==> src/rtl/lc3b_types.sv <==
// Shared LC-3b memory-side types and the L2 port scheduler state encoding.
package lc3b_types;

  typedef logic [15:0]  lc3b_word;
  typedef logic [127:0] lc3b_cacheline;

  typedef enum logic [1:0] {
    IDLE   = 2'd0,
    BUSY_I = 2'd1,
    BUSY_D = 2'd2
  } sched_state_e;

  typedef enum logic {
    SIDE_I = 1'b0,
    SIDE_D = 1'b1
  } side_e;

endpackage

==> src/rtl/sched_rr_pick.sv <==
// Two-way round-robin pick between the I-side and D-side miss requests.
module sched_rr_pick
  import lc3b_types::*;
(
  input  logic  i_req_i,
  input  logic  d_req_i,
  input  side_e last_served_i,
  output logic  i_grant_o,
  output logic  d_grant_o
);

  // On a tie the side that was not served last wins.
  assign d_grant_o = d_req_i & (~i_req_i | (last_served_i == SIDE_I));
  assign i_grant_o = i_req_i & ~d_grant_o;

endmodule

==> src/rtl/l2_port_scheduler.sv <==
// Arbitrates the I-side and D-side L1 miss ports onto a single registered L2 port.
module l2_port_scheduler
  import lc3b_types::*;
#(
  parameter int CNT_W = 16
) (
  input  logic          clk,
  input  logic          rst_n,
  input  logic          i_read,
  input  logic          i_write,
  input  lc3b_word      i_address,
  input  lc3b_cacheline i_wdata,
  input  logic          d_read,
  input  logic          d_write,
  input  lc3b_word      d_address,
  input  lc3b_cacheline d_wdata,
  output logic          i_resp,
  output logic          d_resp,
  output lc3b_cacheline i_rdata,
  output lc3b_cacheline d_rdata,
  output logic          l2_read,
  output logic          l2_write,
  output lc3b_word      l2_address,
  output lc3b_cacheline l2_wdata,
  input  logic          l2_resp,
  input  lc3b_cacheline l2_rdata,
  output logic [CNT_W-1:0] i_grants,
  output logic [CNT_W-1:0] d_grants
);

  sched_state_e     state_q;
  side_e            last_served_q;
  logic             l2_read_q, l2_write_q;
  lc3b_word         l2_address_q;
  lc3b_cacheline    l2_wdata_q;
  logic [CNT_W-1:0] i_grants_q, d_grants_q;
  logic [CNT_W-1:0] i_grants_d, d_grants_d;
  logic             i_grant, d_grant;

  sched_rr_pick u_pick (
    .i_req_i       (i_read | i_write),
    .d_req_i       (d_read | d_write),
    .last_served_i (last_served_q),
    .i_grant_o     (i_grant),
    .d_grant_o     (d_grant)
  );

  assign i_grants_d = (&i_grants_q) ? i_grants_q : i_grants_q + CNT_W'(1);
  assign d_grants_d = (&d_grants_q) ? d_grants_q : d_grants_q + CNT_W'(1);

  // A write wins over a simultaneous read from the same side; the read is dropped.
  always_ff @(posedge clk or negedge rst_n) begin
    if (!rst_n) begin
      state_q       <= IDLE;
      last_served_q <= SIDE_I;
      l2_read_q     <= 1'b0;
      l2_write_q    <= 1'b0;
      l2_address_q  <= '0;
      l2_wdata_q    <= '0;
      i_grants_q    <= '0;
      d_grants_q    <= '0;
    end else begin
      case (state_q)
        IDLE: begin
          if (i_grant) begin
            state_q      <= BUSY_I;
            l2_write_q   <= i_write;
            l2_read_q    <= i_read & ~i_write;
            l2_address_q <= i_address;
            l2_wdata_q   <= i_wdata;
          end else if (d_grant) begin
            state_q      <= BUSY_D;
            l2_write_q   <= d_write;
            l2_read_q    <= d_read & ~d_write;
            l2_address_q <= d_address;
            l2_wdata_q   <= d_wdata;
          end
        end
        BUSY_I: begin
          if (l2_resp) begin
            state_q       <= IDLE;
            l2_read_q     <= 1'b0;
            l2_write_q    <= 1'b0;
            last_served_q <= SIDE_I;
            i_grants_q    <= i_grants_d;
          end
        end
        BUSY_D: begin
          if (l2_resp) begin
            state_q       <= IDLE;
            l2_read_q     <= 1'b0;
            l2_write_q    <= 1'b0;
            last_served_q <= SIDE_D;
            d_grants_q    <= d_grants_d;
          end
        end
        default: state_q <= IDLE;
      endcase
    end
  end

  assign i_resp     = (state_q == BUSY_I) & l2_resp;
  assign d_resp     = (state_q == BUSY_D) & l2_resp;
  assign i_rdata    = l2_rdata;
  assign d_rdata    = l2_rdata;
  assign l2_read    = l2_read_q;
  assign l2_write   = l2_write_q;
  assign l2_address = l2_address_q;
  assign l2_wdata   = l2_wdata_q;
  assign i_grants   = i_grants_q;
  assign d_grants   = d_grants_q;

endmodule

==> config.mk <==
export PLATFORM = sky130hd
export DESIGN_NAME = l2_port_scheduler
export DESIGN_NICKNAME = d
export VERILOG_FILES = /design/src/rtl/lc3b_types.sv /design/src/rtl/sched_rr_pick.sv /design/src/rtl/l2_port_scheduler.sv
export SDC_FILE = /design/constraint.sdc
export NUM_CORES = 1
export LEC_CHECK = 0
export ABC_AREA = 1
export BUFFER_PORTS_ARGS = -buffer_cell sky130_fd_sc_hd__buf_2
export CAP_MARGIN = 20
export CORE_AREA = 2 2 336 338
export CTS_BUF_LIST = sky130_fd_sc_hd__clkbuf_8
export DETAILED_ROUTE_END_ITERATION = 8
export DIE_AREA = 0 0 338 340
export PLACE_DENSITY = 0.33
export REMOVE_ABC_BUFFERS = 1
export SLEW_MARGIN = 20
export SYNTH_ARGS = -nofsm -noshare
export SYNTH_HDL_FRONTEND = slang
export SYNTH_SLANG_ARGS = --single-unit
==> constraint.sdc <==
create_clock -name clk -period 5.2 [get_ports clk]
set_clock_uncertainty 0.2 [all_clocks]
set_input_delay 1.04 -clock clk [delete_from_list [all_inputs] [get_ports clk]]
set_output_delay 1.04 -clock clk [all_outputs]
set_load 0.01 [all_outputs]
==> results of run 1 <==
## metal layers
metal  part of all wire  vias to the layer above  global-route usage  wire length, um
li1                   -                     4359                   -                -
met1               0.36                     4808               0.146            30700
met2               0.35                     1052               0.171            29600
met3               0.24                      122               0.169            20600
met4              0.020                       42              0.0422             1700
met5              0.026                        -               0.133             2160
## final timing paths
kind,start,endpoint,slack [ps],cells past startpoint
setup / recovery,state_q[1],i_resp,2040,5
hold / removal,l2_wdata[95],l2_wdata[95],300,2
setup reg to reg,state_q[0],l2_wdata[116],2330,7
hold reg to reg,l2_wdata[95],l2_wdata[95],300,2
max in group asynchronous,rst_n,d_grants[15],3540,2
min in group asynchronous,rst_n,l2_wdata[45],320,1
## layout by cell type (no fill, tap or decap)
cell,synthesis,routed
buf_2,33,473
buf_12,0,5
xnor2_1,5,5
nor3_1,1,1
o21ai_4,1,1
clkinvlp_4,0,5
nor2_4,3,3
o21ai_0,18,18
xor2_1,11,11
inv_2,2,2
clkbuf_8,0,18
inv_8,0,3
nand2_2,3,2
bufinv_16,0,1
nand3_1,170,170
nor2_2,2,2
nand3b_1,1,1
nand2_4,2,2
clkinv_8,0,1
buf_4,265,4
inv_6,0,5
dfrtp_1,181,181
nand4_1,7,7
inv_1,30,30
diode_2,0,3
nor2_1,32,32
nand2_8,0,1
o22ai_1,1,1
a21oi_2,1,1
ha_1,5,5
nand3_2,2,2
nand2_1,566,566
## logic make-up after synthesis
group           after synthesis
compound gates               21
xor+xnor                     16
fa+ha+maj                     5
buf+inv                     340
flops                       181
simple gates                789
## through the flow
step | util | hold slack (ps) | cells
6_report | 0.117 | 295 | 3062
5_1_grt | 0.117 | 295 | 3062
4_1_cts | 0.117 | 268 | 3059
3_5_place_dp | 0.113 | 276 | 3027
3_3_place_gp | 0.113 | 276 | 3027
2_1_floorplan | - | 316 | 1044
## flip-flops by register name (all words and copies together), names as in the netlist
register and count:
d_grants 16, i_grants 16, l2_read 1, last_served_q 1, l2_address 16, l2_write 1, l2_wdata 128, state_q 2
## critical path, stage by stage, from the launching register on
cell,delay (ps)
dfrtp_1,400
inv_1,100
ha_1,150
nand2_1,160
inv_1,310
buf_2,220
## layout make-up
type | instances | area share
Sequential cell | 181 | 0.347
Multi-Input combinational cell | 831 | 0.276
Timing Repair Buffer | 483 | 0.193
Clock inverter | 15 | 0.0124
Clock buffer | 17 | 0.0179
Tap cell | 1500 | 0.144
Antenna cell | 3 | 0.000576
Inverter | 32 | 0.00921
## power groups by stage
stage	sequential (W)	combinational, W	clock [W]
after floorplan	0.00266	0.00135	0
after global placement	0.00247	0.00316	0
after detailed placement	0.00244	0.00315	0
after CTS	0.00243	0.00314	0.00122
after global routing	0.00251	0.00343	0.00125
final	0.00242	0.00304	0.00113
## cell usage after synthesis
| cell | count |
|---|---|
| nand2_1 | 566 |
| buf_4 | 265 |
| dfrtp_1 | 181 |
| nand3_1 | 170 |
| buf_2 | 33 |
| nor2_1 | 32 |
| inv_1 | 30 |
| o21ai_0 | 18 |
| xor2_1 | 11 |
| nand4_1 | 7 |
| clkbuf_1 | 5 |
| ha_1 | 5 |
| xnor2_1 | 5 |
| buf_6 | 4 |
| nand2_2 | 3 |
| nor2_4 | 3 |
| inv_2 | 2 |
| nand2_4 | 2 |
| nand3_2 | 2 |
| nor2_2 | 2 |
| a21oi_2 | 1 |
| buf_1 | 1 |
| nand3b_1 | 1 |
| nor3_1 | 1 |
| o21ai_4 | 1 |
| o22ai_1 | 1 |
==> run metrics, run 1 <==
largest family of logic cells by synthesized area=simple AND/OR/NAND/NOR gates; Syn Inst Count=approximately 1400; synth top area cells=dfrtp_1 (43%), nand2_1 (20%), buf_4 (19%), nand3_1 (8.1%), buf_2 (1.6%); Psw=0.00311 W; Area Overhead vs Synth=24.7%; unrepaired setup endpoints after global routing=no; total CTS buffers=17; Skew-Pair Late Insertion Delay=600 ps; GRT Util Overall=0.144; clock buffer depth=2; Pwr Density=approximately 510 nW/um^2; Detailed Route WL=between 80 and 90 mm; DP Area=between 10000 and 15000 um^2; Final #Nets=about 2000; GPL Wtd Cong=around 0.86; # rows=between 100 and 150; Synth Area in Simple Gates=0.312; multi-input logic area=3600 um^2; final setup TNS=0 ps; H-tree depth=4; synthesized flop and latch total=roughly 180; antenna viol nets, final=0; Die H=340 um; crit path time final=3160 ps; layout cells sized above 1=0.341; first-pass GRT wire length=between 100 and 150 mm; final setup vio count=0; Post-CTS Setup Bufs=0; count of final hold-check violations=0; max-cap violation count=0; Worst EP required=between 3000 and 4000 ps; vias per inst=around 3.4; top cell type's share of synthesized area=0.433; mux contribution to synthesized area=0; Die X=roughly 340 um; Starting Density=0.0937; Residual DRC=0; Critical Path End Type=output port; vias post-DR=just over 10000; post-synthesis sequential area ratio=0.433; status=finished clean; Final WS setup=around 2000 ps; XOR/XNOR share of the synthesized area=0.0134; post-route cell area=around 13000 um^2; number of port buffers=474; Int Power=0.00348 W; clock power share=0.171; Worst VDD drop=around 0.00025 V; grt ovf=0; CP Launch Type=flop; Post-DP HPWL=65.8 mm; pre-CTS setup slack=between 1500 and 2000 ps; switch share=0.472; Root Buffer=clkbuf_8; Slew @ Worst Pin=868 ps; share of total power in sequential cells=0.368; CTS tree=yes; area leader, netlist=dfrtp_1; Reg clk slew, reported paths=110 ps; via count of the first global-routing pass=between 9000 and 10000; Gate power share=0.461; DRT Pass-1 Iters=5; largest net degree at the start of global routing=roughly 110; Crit Path Class=flop to output port; I/O Pins=859; clk sink count=181; syn avg cell area=between 7 and 8 um^2; Worst Hold Class=flop to flop; die footprint=115000 um^2; Design Power=between 0.006 and 0.007 W; synth warn=0; CTS resizes=0; Rel. slew slack=0.421; Final Max Slew Viols=0; initial antenna violation count=11; critical path data arrival time=approximately 1900 ps; fillers=~13000; mapped cell area=between 10000 and 15000 um^2; Final Cycle Share=0.609; Adder-Cell Fraction of Synth Area=0.00598; cell leakage power=6.37 nW; Register Area=4530 um^2; critical path fanouts, max=3; Synth Area in Compound Gates=0.0116; core area=112000 um^2; DR WL/cell=around 28 um; cts hold-fix bufs=0; Initial DRC Count=861; Cell variety after synth=26; fmax=between 0.3 and 0.4 GHz
No activity file was read; power rests on OpenSTA's default activity.
==> run 2: changes to the inputs <==
- CORE_AREA: 2 2 336 338 -> 2 2 335 337
- DIE_AREA: 0 0 338 340 -> 0 0 337 339
- PLACE_DENSITY: 0.33 -> 0.34
- clock period: 5.2 -> 2.8 ns (I/O delays scaled with it)
==> run 2 against run 1 <==
  * Final area grew 23%
  * Critical path depth is the same
  * Die area shrank 0.59%
  * Sequential power grew 84%
  * Final cell count grew 9.3%
  * Setup slack lost 1900 ps
  * Routed wire length grew 1.8%
  * Hold slack lost 220 ps
  * Utilization grew 2.8 points
  * Via count grew 9.6%
  * Non-clock buffer count grew 297
  * Critical endpoint unchanged
  * Largest power group unchanged
==> run metrics, run 2 (same netlist as run 1, synthesis figures left out) <==
fillers=approximately 13000; Worst Hold Class=primary input to flop; Layout Utilization=0.145; Die X=roughly 340 um; cell depth of the worst min-delay path=3; DP Area=12700 um^2; grt ovf=0; final setup vio count=0; Die H=about 340 um; worst reg2reg setup slack=approximately 160 ps; critical path fanouts, max=3; Skew-Pair Late Insertion Delay=between 500 and 600 ps; GRT Util Overall=0.147; fmax=0.374 GHz; CP max stage delay=550 ps; Pwr Density=roughly 900 nW/um^2; CTS tree=yes; status=finished clean; I/O Pins=~860; Largest register FFs=between 100 and 150; R2R depth=8; Worst EP required=approximately 2000 ps; post-route cell area=16000 um^2; vias post-DR=between 10000 and 15000; clk sink count=approximately 180; clock buffer depth=2; Register Area=approximately 4500 um^2; min-delay src=d_wdata[88]; GPL Wtd Cong=between 0.8 and 0.9; Initial DRC Count=a little over 700; most frequent cells in the layout=nand2_1 (566), buf_2 (473), dlygate4sd3_1 (287), dfrtp_1 (181), nand3_1 (170); Area Overhead vs Synth=53.3%; R2R Path Start=state_q[0]; Starting Density=0.0947; DRT Pass-1 Iters=6; critical path data arrival time=roughly 1900 ps; die footprint=114000 um^2; Hold Path End=l2_wdata[88]; initial antenna violation count=9; # rows=122; unrepaired setup endpoints after global routing=no; Final WS setup=roughly 130 ps; Reg clk slew, reported paths=~110 ps; Final #Nets=approximately 2300; number of port buffers=474; Slew @ Worst Pin=between 400 and 500 ps; most numerous cell on the critical path=buf_2; cell leakage power=about 7.7 nW; via count of the first global-routing pass=between 10000 and 15000; H-tree depth=4; core area=roughly 110000 um^2; first-pass GRT wire length=around 110 mm; layout cells sized above 1=0.292; count of final hold-check violations=0; multi-input logic area=~3600 um^2; Crit Path Class=primary input to output port; vias per inst=between 3 and 4; critical path's slowest cell=dlygate4sd3_1; Final Cycle Share=0.955; Rel. slew slack=0.667; commonest non-fill, non-tap cell in the layout=nand2_1; total CTS buffers=17; Root Buffer=clkbuf_8; Post-DP HPWL=66.8 mm; Detailed Route WL=86.2 mm; DR WL/cell=roughly 26 um; Final Max Slew Viols=0; largest net degree at the start of global routing=between 80 and 90; Worst VDD drop=~0.00053 V; max-cap violation count=0; Residual DRC=0; pre-CTS setup slack=between 500 and 600 ps; crit path time final=~2700 ps; worst reg2reg endpoint=l2_wdata[127]; cells along the critical path=dlygate4sd3_1 > buf_2 > nand2_1 > clkinvlp_4 > buf_2; antenna viol nets, final=0; CP Launch Type=primary input; Critical Path End Type=output port
==> run 2: changes by cell type in the layout (fill, tap and decap cells not counted), sizes merged, moves of 3 or more <==
cell and change:
dlygate4sd3 +287, buf +8, clkinv +4, clkbuf +3, clkinvlp -3, inv -3
==> run 2: what timing repair did <==
action,CTS,global route
hold endpoints to repair,187,0
endpoints found under the setup margin,1,21
gates resized for setup,1,5
hold buffers,287,0
cloned,0,0
buffers inserted,1,0
==> run 2: how the worst max path moves through the flow <==
| stage | to | depth (start not counted) | slack, ps | startpoint |
|---|---|---|---|---|
| 2_1_floorplan | l2_address[0] | 6 | -1330 | state_q[0] |
| 3_3_place_gp | i_resp | 4 | 530 | l2_resp |
| 3_5_place_dp | i_resp | 4 | 540 | l2_resp |
| 4_1_cts | i_resp | 5 | 50 | state_q[1] |
| 5_1_grt | l2_wdata[11] | 8 | 20 | state_q[0] |
| 6_report | i_resp | 5 | 130 | l2_resp |
==> run 2: worst max-delay path: cells and delay by family <==
family	cells	cell delay, ps
buffers and inverters	4	1090
AND/OR/NAND/NOR	1	250
==> run 2: layer usage <==
layer,wire [um],vias up,share of wire,global-route usage
met5,1720,-,0.020,0.124
met4,1480,24,0.017,0.0377
met3,20500,102,0.24,0.172
met2,31700,1064,0.37,0.186
met1,30900,5244,0.36,0.143
li1,-,4944,-,-
==> run 2: power breakdown <==
group	leakage, nW	internal (W)	switching, W	total (W)
sequential	2.26	0.00376	0.000688	0.00445
clock	0.207	0.000828	0.00126	0.00209
combinational	5.27	0.00388	0.00403	0.00791
total	7.74	0.00847	0.00598	0.0144
==> run 2: area by class of cell <==
cell class	instances	share of cell area
Tap cell	1488	0.116
Antenna cell	2	0.000312
Timing Repair Buffer	780	0.344
Sequential cell	181	0.283
Inverter	32	0.00773
Clock inverter	14	0.00937
Clock buffer	18	0.0155
Multi-Input combinational cell	831	0.225
==> run 2: through the flow <==
step                      hold WS [ps]  total power, W  setup TNS [ps]  cells
after floorplan                   64.4         0.00745         -193630   1044
after global placement             259          0.0104               0   3024
after detailed placement           265          0.0104               0   3024
after CTS                         4.26          0.0147               0   3344
after global routing              44.7          0.0157               0   3346
final                             75.2          0.0144               0   3346
